--- config.mk ---
export PLATFORM = sky130hd
export DESIGN_NAME = nms_seq
export DESIGN_NICKNAME = d
export VERILOG_FILES = /design/src/rtl/nms_seq.sv
export SDC_FILE = /design/constraint.sdc
export NUM_CORES = 1
export LEC_CHECK = 0
export ABC_AREA = 1
export BUFFER_PORTS_ARGS = -buffer_cell sky130_fd_sc_hd__buf_2
export CAP_MARGIN = 20
export CELL_PAD_IN_SITES_DETAIL_PLACEMENT = 1
export CELL_PAD_IN_SITES_GLOBAL_PLACEMENT = 2
export CORE_UTILIZATION = 32
export DETAILED_ROUTE_END_ITERATION = 12
export PLACE_DENSITY = 0.8
export SLEW_MARGIN = 20
export SYNTH_ARGS = -nofsm -noshare
export SYNTH_HDL_FRONTEND = slang
export SYNTH_SLANG_ARGS = --single-unit
--- constraint.sdc ---
create_clock -name clk -period 3.1 [get_ports clk]
set_input_delay 0.775 -clock clk [delete_from_list [all_inputs] [get_ports clk]]
set_output_delay 0.775 -clock clk [all_outputs]
set_load 0.05 [all_outputs]
--- src/rtl/nms_seq.sv ---
// Non-maximum-suppression read sequencer: walks adjacency 0..8 into the address
// calculator, collects returned scores and reports whether the centre is a strict maximum.
module nms_seq #(
  parameter int unsigned SCORE_W    = 8,
  parameter int unsigned RD_LAT     = 1,
  parameter int unsigned CENTER_OFS = 182
) (
  input  logic               clk,
  input  logic               reset,
  input  logic               start,
  input  logic [14:0]        refAddr,
  input  logic [SCORE_W-1:0] scoreData,
  output logic [3:0]         adjNumber,
  output logic               busy,
  output logic               done,
  output logic               isMax,
  output logic [14:0]        keyAddr,
  output logic [SCORE_W-1:0] keyScore
);

  typedef enum logic [1:0] {S_IDLE, S_ISSUE, S_DRAIN, S_DONE} state_t;

  localparam logic [3:0] DRAIN_LAST = 4'(RD_LAT - 1);

  state_t             state_q, state_d;
  logic [3:0]         k_q, k_d;
  logic [14:0]        ref_q, ref_d;
  logic [RD_LAT-1:0]  tag_vld_q, tag_vld_d;
  logic [3:0]         tag_k_q [RD_LAT];
  logic [3:0]         tag_k_d [RD_LAT];
  logic [SCORE_W-1:0] centre_q, centre_d;
  logic               acc_q, acc_d;
  logic               is_max_q, is_max_d;
  logic [14:0]        key_addr_q, key_addr_d;
  logic [SCORE_W-1:0] key_score_q, key_score_d;

  // k counts adjacency numbers in ISSUE and is reused as the drain counter.
  always_comb begin
    state_d   = state_q;
    k_d       = k_q;
    ref_d     = ref_q;
    adjNumber = 4'hF;
    busy      = 1'b0;
    done      = 1'b0;
    case (state_q)
      S_IDLE: begin
        if (start) begin
          state_d = S_ISSUE;
          k_d     = '0;
          ref_d   = refAddr;
        end
      end
      S_ISSUE: begin
        busy      = 1'b1;
        adjNumber = k_q;
        if (k_q == 4'd8) begin
          state_d = S_DRAIN;
          k_d     = '0;
        end else begin
          k_d = k_q + 4'd1;
        end
      end
      S_DRAIN: begin
        busy = 1'b1;
        if (k_q == DRAIN_LAST) begin
          state_d = S_DONE;
        end else begin
          k_d = k_q + 4'd1;
        end
      end
      S_DONE: begin
        done = 1'b1;
        if (start) begin
          state_d = S_ISSUE;
          k_d     = '0;
          ref_d   = refAddr;
        end else begin
          state_d = S_IDLE;
        end
      end
      default: state_d = S_IDLE;
    endcase
  end

  always_comb begin
    tag_vld_d[0] = (state_q == S_ISSUE);
    tag_k_d[0]   = k_q;
    for (int unsigned i = 1; i < RD_LAT; i++) begin
      tag_vld_d[i] = tag_vld_q[i-1];
      tag_k_d[i]   = tag_k_q[i-1];
    end
  end

  // The final neighbour sample lands in the same cycle as the DRAIN->DONE
  // transition, so results are taken from the _d values.
  always_comb begin
    centre_d    = centre_q;
    acc_d       = acc_q;
    is_max_d    = is_max_q;
    key_addr_d  = key_addr_q;
    key_score_d = key_score_q;
    if (tag_vld_q[RD_LAT-1]) begin
      if (tag_k_q[RD_LAT-1] == 4'd0) begin
        centre_d = scoreData;
        acc_d    = (scoreData != '0);
      end else if (scoreData >= centre_q) begin
        acc_d = 1'b0;
      end
    end
    if (state_q == S_DRAIN && state_d == S_DONE) begin
      is_max_d    = acc_d;
      key_score_d = centre_d;
      key_addr_d  = ref_q - 15'(CENTER_OFS);
    end
  end

  always_ff @(posedge clk) begin
    if (reset) begin
      state_q     <= S_IDLE;
      k_q         <= '0;
      ref_q       <= '0;
      tag_vld_q   <= '0;
      for (int unsigned i = 0; i < RD_LAT; i++) tag_k_q[i] <= '0;
      centre_q    <= '0;
      acc_q       <= 1'b0;
      is_max_q    <= 1'b0;
      key_addr_q  <= '0;
      key_score_q <= '0;
    end else begin
      state_q     <= state_d;
      k_q         <= k_d;
      ref_q       <= ref_d;
      tag_vld_q   <= tag_vld_d;
      for (int unsigned i = 0; i < RD_LAT; i++) tag_k_q[i] <= tag_k_d[i];
      centre_q    <= centre_d;
      acc_q       <= acc_d;
      is_max_q    <= is_max_d;
      key_addr_q  <= key_addr_d;
      key_score_q <= key_score_d;
    end
  end

  assign isMax    = is_max_q;
  assign keyAddr  = key_addr_q;
  assign keyScore = key_score_q;

endmodule
==> results by group <==
Clock network
  • Resized Gates After CTS: 0
  • H-tree depth reported by CTS: 3
  • Worst-path clk slew: 0.07 ns
  • Count of buffers added by post-CTS timing repair for setup: 0
  • Largest buffer count on any clock path: 2
  • Clock root buffer: sky130_fd_sc_hd__clkbuf_8
  • Hold-fix buffers at CTS: 0
  • Later-pin clock latency in the skew report: approximately 0.33 ns
  • CTS buffer count: 9
  • Number of sinks on the clock net: a little under 60
  • CTS tree: yes

Setup path
  • Worst Reg-to-Reg Cells: 10
  • Critical path capture point: adjNumber[2]
  • Worst setup startpoint: state_q[1]
  • Reg-to-reg startpoint: state_q[0]
  • Highest fanout seen on the critical path: 8
  • Endpoint arrival time on the critical path: 1.49 ns
  • Register-to-Register Setup Slack: 1.01 ns
  • Endpoint of the worst register-to-register path: isMax
  • Path type of the worst setup path: flop to primary output
  • Sort of element at the end of the critical path: primary output
  • Critical path data required time: around 2.3 ns
  • Sort of element at the start of the critical path: flop

Floorplanning
  • Starting density of the core: between 30 and 40%
  • X dimension of the die: 95.4 µm
  • Total Die Area: 9110 µm²
  • Core box area: approximately 8300 µm²
  • Number of rows in the core area: 33
  • Top-level I/O count: 56
  • Floorplan die height: 95.4 µm

Detailed routing
  • DRC Markers: 0
  • Via count: 2,573
  • TritonRoute pass-1 iters: 4
  • Residual antenna-violating net count after detailed routing: 0
  • Final routed wire length divided by cell count: 12.3 µm
  • Initial DRC count: 53
  • Vias per std cell: 4.64
  • Detailed-route wire length: 6830 µm

Global routing
  • Pin count of the biggest net entering global routing: 39
  • GRT Resource Usage Total: 16.3%
  • Wire length of the first global-routing pass: between 10,000 and 15,000 µm
  • Via count of the first global-routing pass: ~2.4k
  • Initial antenna violation count: 0
  • Overflow after GRT: 0

Layout
  • Number of fill cells: 1,074
  • Ant. Diodes: 0
  • Final net count: 485
  • Proportion of layout cells with a drive suffix above 1: 18.5%
  • Synthesis-to-finish area growth: 19.6%

STA
  • Fmax: 442 MHz
  • Fin. Hold Viols: 0
  • Number of slew-limit violations in the final report: 0
  • Setup TNS Final: 0 ns
  • Minimum period implied by the final worst setup slack: 2.26 ns
  • Final Setup Violations: 0
  • Final setup skew: ~0.011 ns
  • Transition at the pin with the smallest max-transition slack: 0.729 ns
  • Final worst-path cycle share: 72.9%
  • RSZ-0062 raised after global routing: false
  • Relative slew margins: 51.3%

Yosys
  • Primary FF master, synth: sky130_fd_sc_hd__dfxtp_1
  • Cell types with the largest area share after synthesis: sky130_fd_sc_hd__dfxtp_1, sky130_fd_sc_hd__nor2_1, sky130_fd_sc_hd__nand2_1
  • Average instance area after synthesis: 7.16 µm²
  • Yosys reg bits: 59
  • Post-synthesis sequential area ratio: 42.3%
  • Top cell type by total area after synthesis: sky130_fd_sc_hd__dfxtp_1
  • Number of different library cells in the post-synthesis netlist: 30
  • Syn Nets: 431
  • Synthesis Warnings: 0
  • Share of the synthesized area in the top cell type: 42.3%
  • Number of synthesized flops with an enable pin: 0
  • Synth Instances: 390
  • Synth async-reset ratio: 0%
  • Synthesized area: 2790 µm²

Place
  • Final Wtd Congestion: 0.774
  • Half-perimeter wire length after placement: just over 5000 µm
  • Count of buffers from port buffering: between 50 and 60

Power and ir drop
  • Final total power: 0.00248 W
  • Max rail drop VDD: 0.347 mV
  • P_leak: 1.56 nW
  • P per Cell Area: 743 nW/µm²

Status
  • Run status: finished clean

Worst hold path
  • Hold Path Cell Cnt: 2
  • Min-delay worst type: flop to flop

Run
  • Reported max-cap violation count: 0
==> cell families (layout without fill, tap and decap cells) <==
| family | after synthesis | after routing | share of synthesized area [%] |
|---|---|---|---|
| DFF | 59 | 59 | 42.3 |
| and+or+nand+nor | 167 | 167 | 24.5 |
| AOI/OAI and AO/OA | 78 | 78 | 15.5 |
| adders and majority gates | 15 | 15 | 6.72 |
| xor gates and xnor gates | 4 | 4 | 1.25 |
| buffers and inverters | 67 | 126 | 9.85 |
==> state kept, by name, summed over array words and instances (netlist names) <==
register   cells
acc_q          1
centre_q       8
isMax          1
k_q            4
keyAddr       15
keyScore       8
ref_q         15
state_q        2
tag_k_q        4
tag_vld_q      1
==> where the power goes <==
group	total, W	switching (W)	leakage, nW	internal, W
clock network	0.000712	0.000320	0.102	0.000393
logic	0.000835	0.000581	0.977	0.000253
registers	0.000938	0.0000722	0.481	0.000866
==> critical path, cell delays in order (launching register included) <==
cell                      delay, ns
sky130_fd_sc_hd__dfxtp_1       0.40
sky130_fd_sc_hd__inv_1         0.10
sky130_fd_sc_hd__ha_1          0.29
sky130_fd_sc_hd__nand2_1       0.11
sky130_fd_sc_hd__buf_2         0.26
==> synth_stat cells, types with 2 or more instances <==
cell type	n
sky130_fd_sc_hd__nor2_1	86
sky130_fd_sc_hd__dfxtp_1	59
sky130_fd_sc_hd__nand2_1	56
sky130_fd_sc_hd__inv_1	51
sky130_fd_sc_hd__o21ai_0	40
sky130_fd_sc_hd__a21oi_1	21
sky130_fd_sc_hd__ha_1	15
sky130_fd_sc_hd__nand3_1	14
sky130_fd_sc_hd__o21a_1	8
sky130_fd_sc_hd__clkbuf_1	5
sky130_fd_sc_hd__o21ai_1	5
sky130_fd_sc_hd__buf_2	3
sky130_fd_sc_hd__xor2_1	3
sky130_fd_sc_hd__buf_1	2
sky130_fd_sc_hd__buf_6	2
sky130_fd_sc_hd__inv_2	2
sky130_fd_sc_hd__nand2_2	2
sky130_fd_sc_hd__nand3_2	2
sky130_fd_sc_hd__nand4_1	2
sky130_fd_sc_hd__nor3_1	2
==> stage by stage <==
| step | instance area, µm² | setup WS, ns | hold WS [ns] | cells | utilization, % |
|---|---|---|---|---|---|
| 6_report | 3340 | 0.840 | 0.478 | 554 | 40.1 |
| 5_1_grt | 3340 | 0.746 | 0.510 | 554 | 40.1 |
| 3_3_place_gp | 3140 | 0.953 | 0.463 | 538 | 37.6 |
| 4_1_cts | 3340 | 0.821 | 0.484 | 554 | 40.1 |
| 2_1_floorplan | 2790 | 1.23 | 0.449 | 390 | - |
| 3_5_place_dp | 3140 | 0.875 | 0.467 | 538 | 37.6 |
==> per-layer routing <==
layer  up-vias  global-route usage [%]  wire length (µm)
li1       1336                       -                 -
met4         0                    7.46               131
met5         -                       0                 0
met2        49                    26.4              3120
met3        11                    3.11               250
met1      1177                    20.7              3330
==> cell type report <==
| cell class | count | area, µm² | share of cell area (%) |
|---|---|---|---|
| inverters | 53 | 199 | 5.95 |
| clock buffers | 10 | 138 | 4.12 |
| multi-input cells | 264 | 1340 | 40.0 |
| well taps | 105 | 131 | 3.93 |
| clock inverters | 6 | 65.1 | 1.95 |
| repair buffers | 57 | 290 | 8.69 |
| flip-flops and latches | 59 | 1180 | 35.3 |
==> layout by cell type (no fill, tap or decap), types with 2 or more instances in the layout <==
cell type                  count
sky130_fd_sc_hd__nor3_1        2
sky130_fd_sc_hd__clkbuf_8     10
sky130_fd_sc_hd__xor2_1        3
sky130_fd_sc_hd__clkinv_4      2
sky130_fd_sc_hd__nand4_1       2
sky130_fd_sc_hd__o21ai_0      40
sky130_fd_sc_hd__inv_1        51
sky130_fd_sc_hd__buf_4         2
sky130_fd_sc_hd__nand3_1      14
sky130_fd_sc_hd__dfxtp_1      59
sky130_fd_sc_hd__clkinv_2      2
sky130_fd_sc_hd__nand2_1      56
sky130_fd_sc_hd__o21ai_1       5
sky130_fd_sc_hd__ha_1         15
sky130_fd_sc_hd__o21a_1        8
sky130_fd_sc_hd__a21oi_1      21
sky130_fd_sc_hd__inv_2         2
sky130_fd_sc_hd__nand3_2       2
sky130_fd_sc_hd__buf_2        55
sky130_fd_sc_hd__nor2_1       86
sky130_fd_sc_hd__nand2_2       2
==> how the worst min path moves through the flow <==
stage | to | from | slack (ns)
after floorplan | ref_q[2] | ref_q[2] | 0.45
after CTS | keyAddr[2] | keyAddr[2] | 0.48
final | keyAddr[2] | keyAddr[2] | 0.48
after global routing | keyAddr[2] | keyAddr[2] | 0.51
after detailed placement | keyAddr[2] | keyAddr[2] | 0.47
after global placement | keyAddr[2] | keyAddr[2] | 0.46
(Power assumes the default switching activity.)
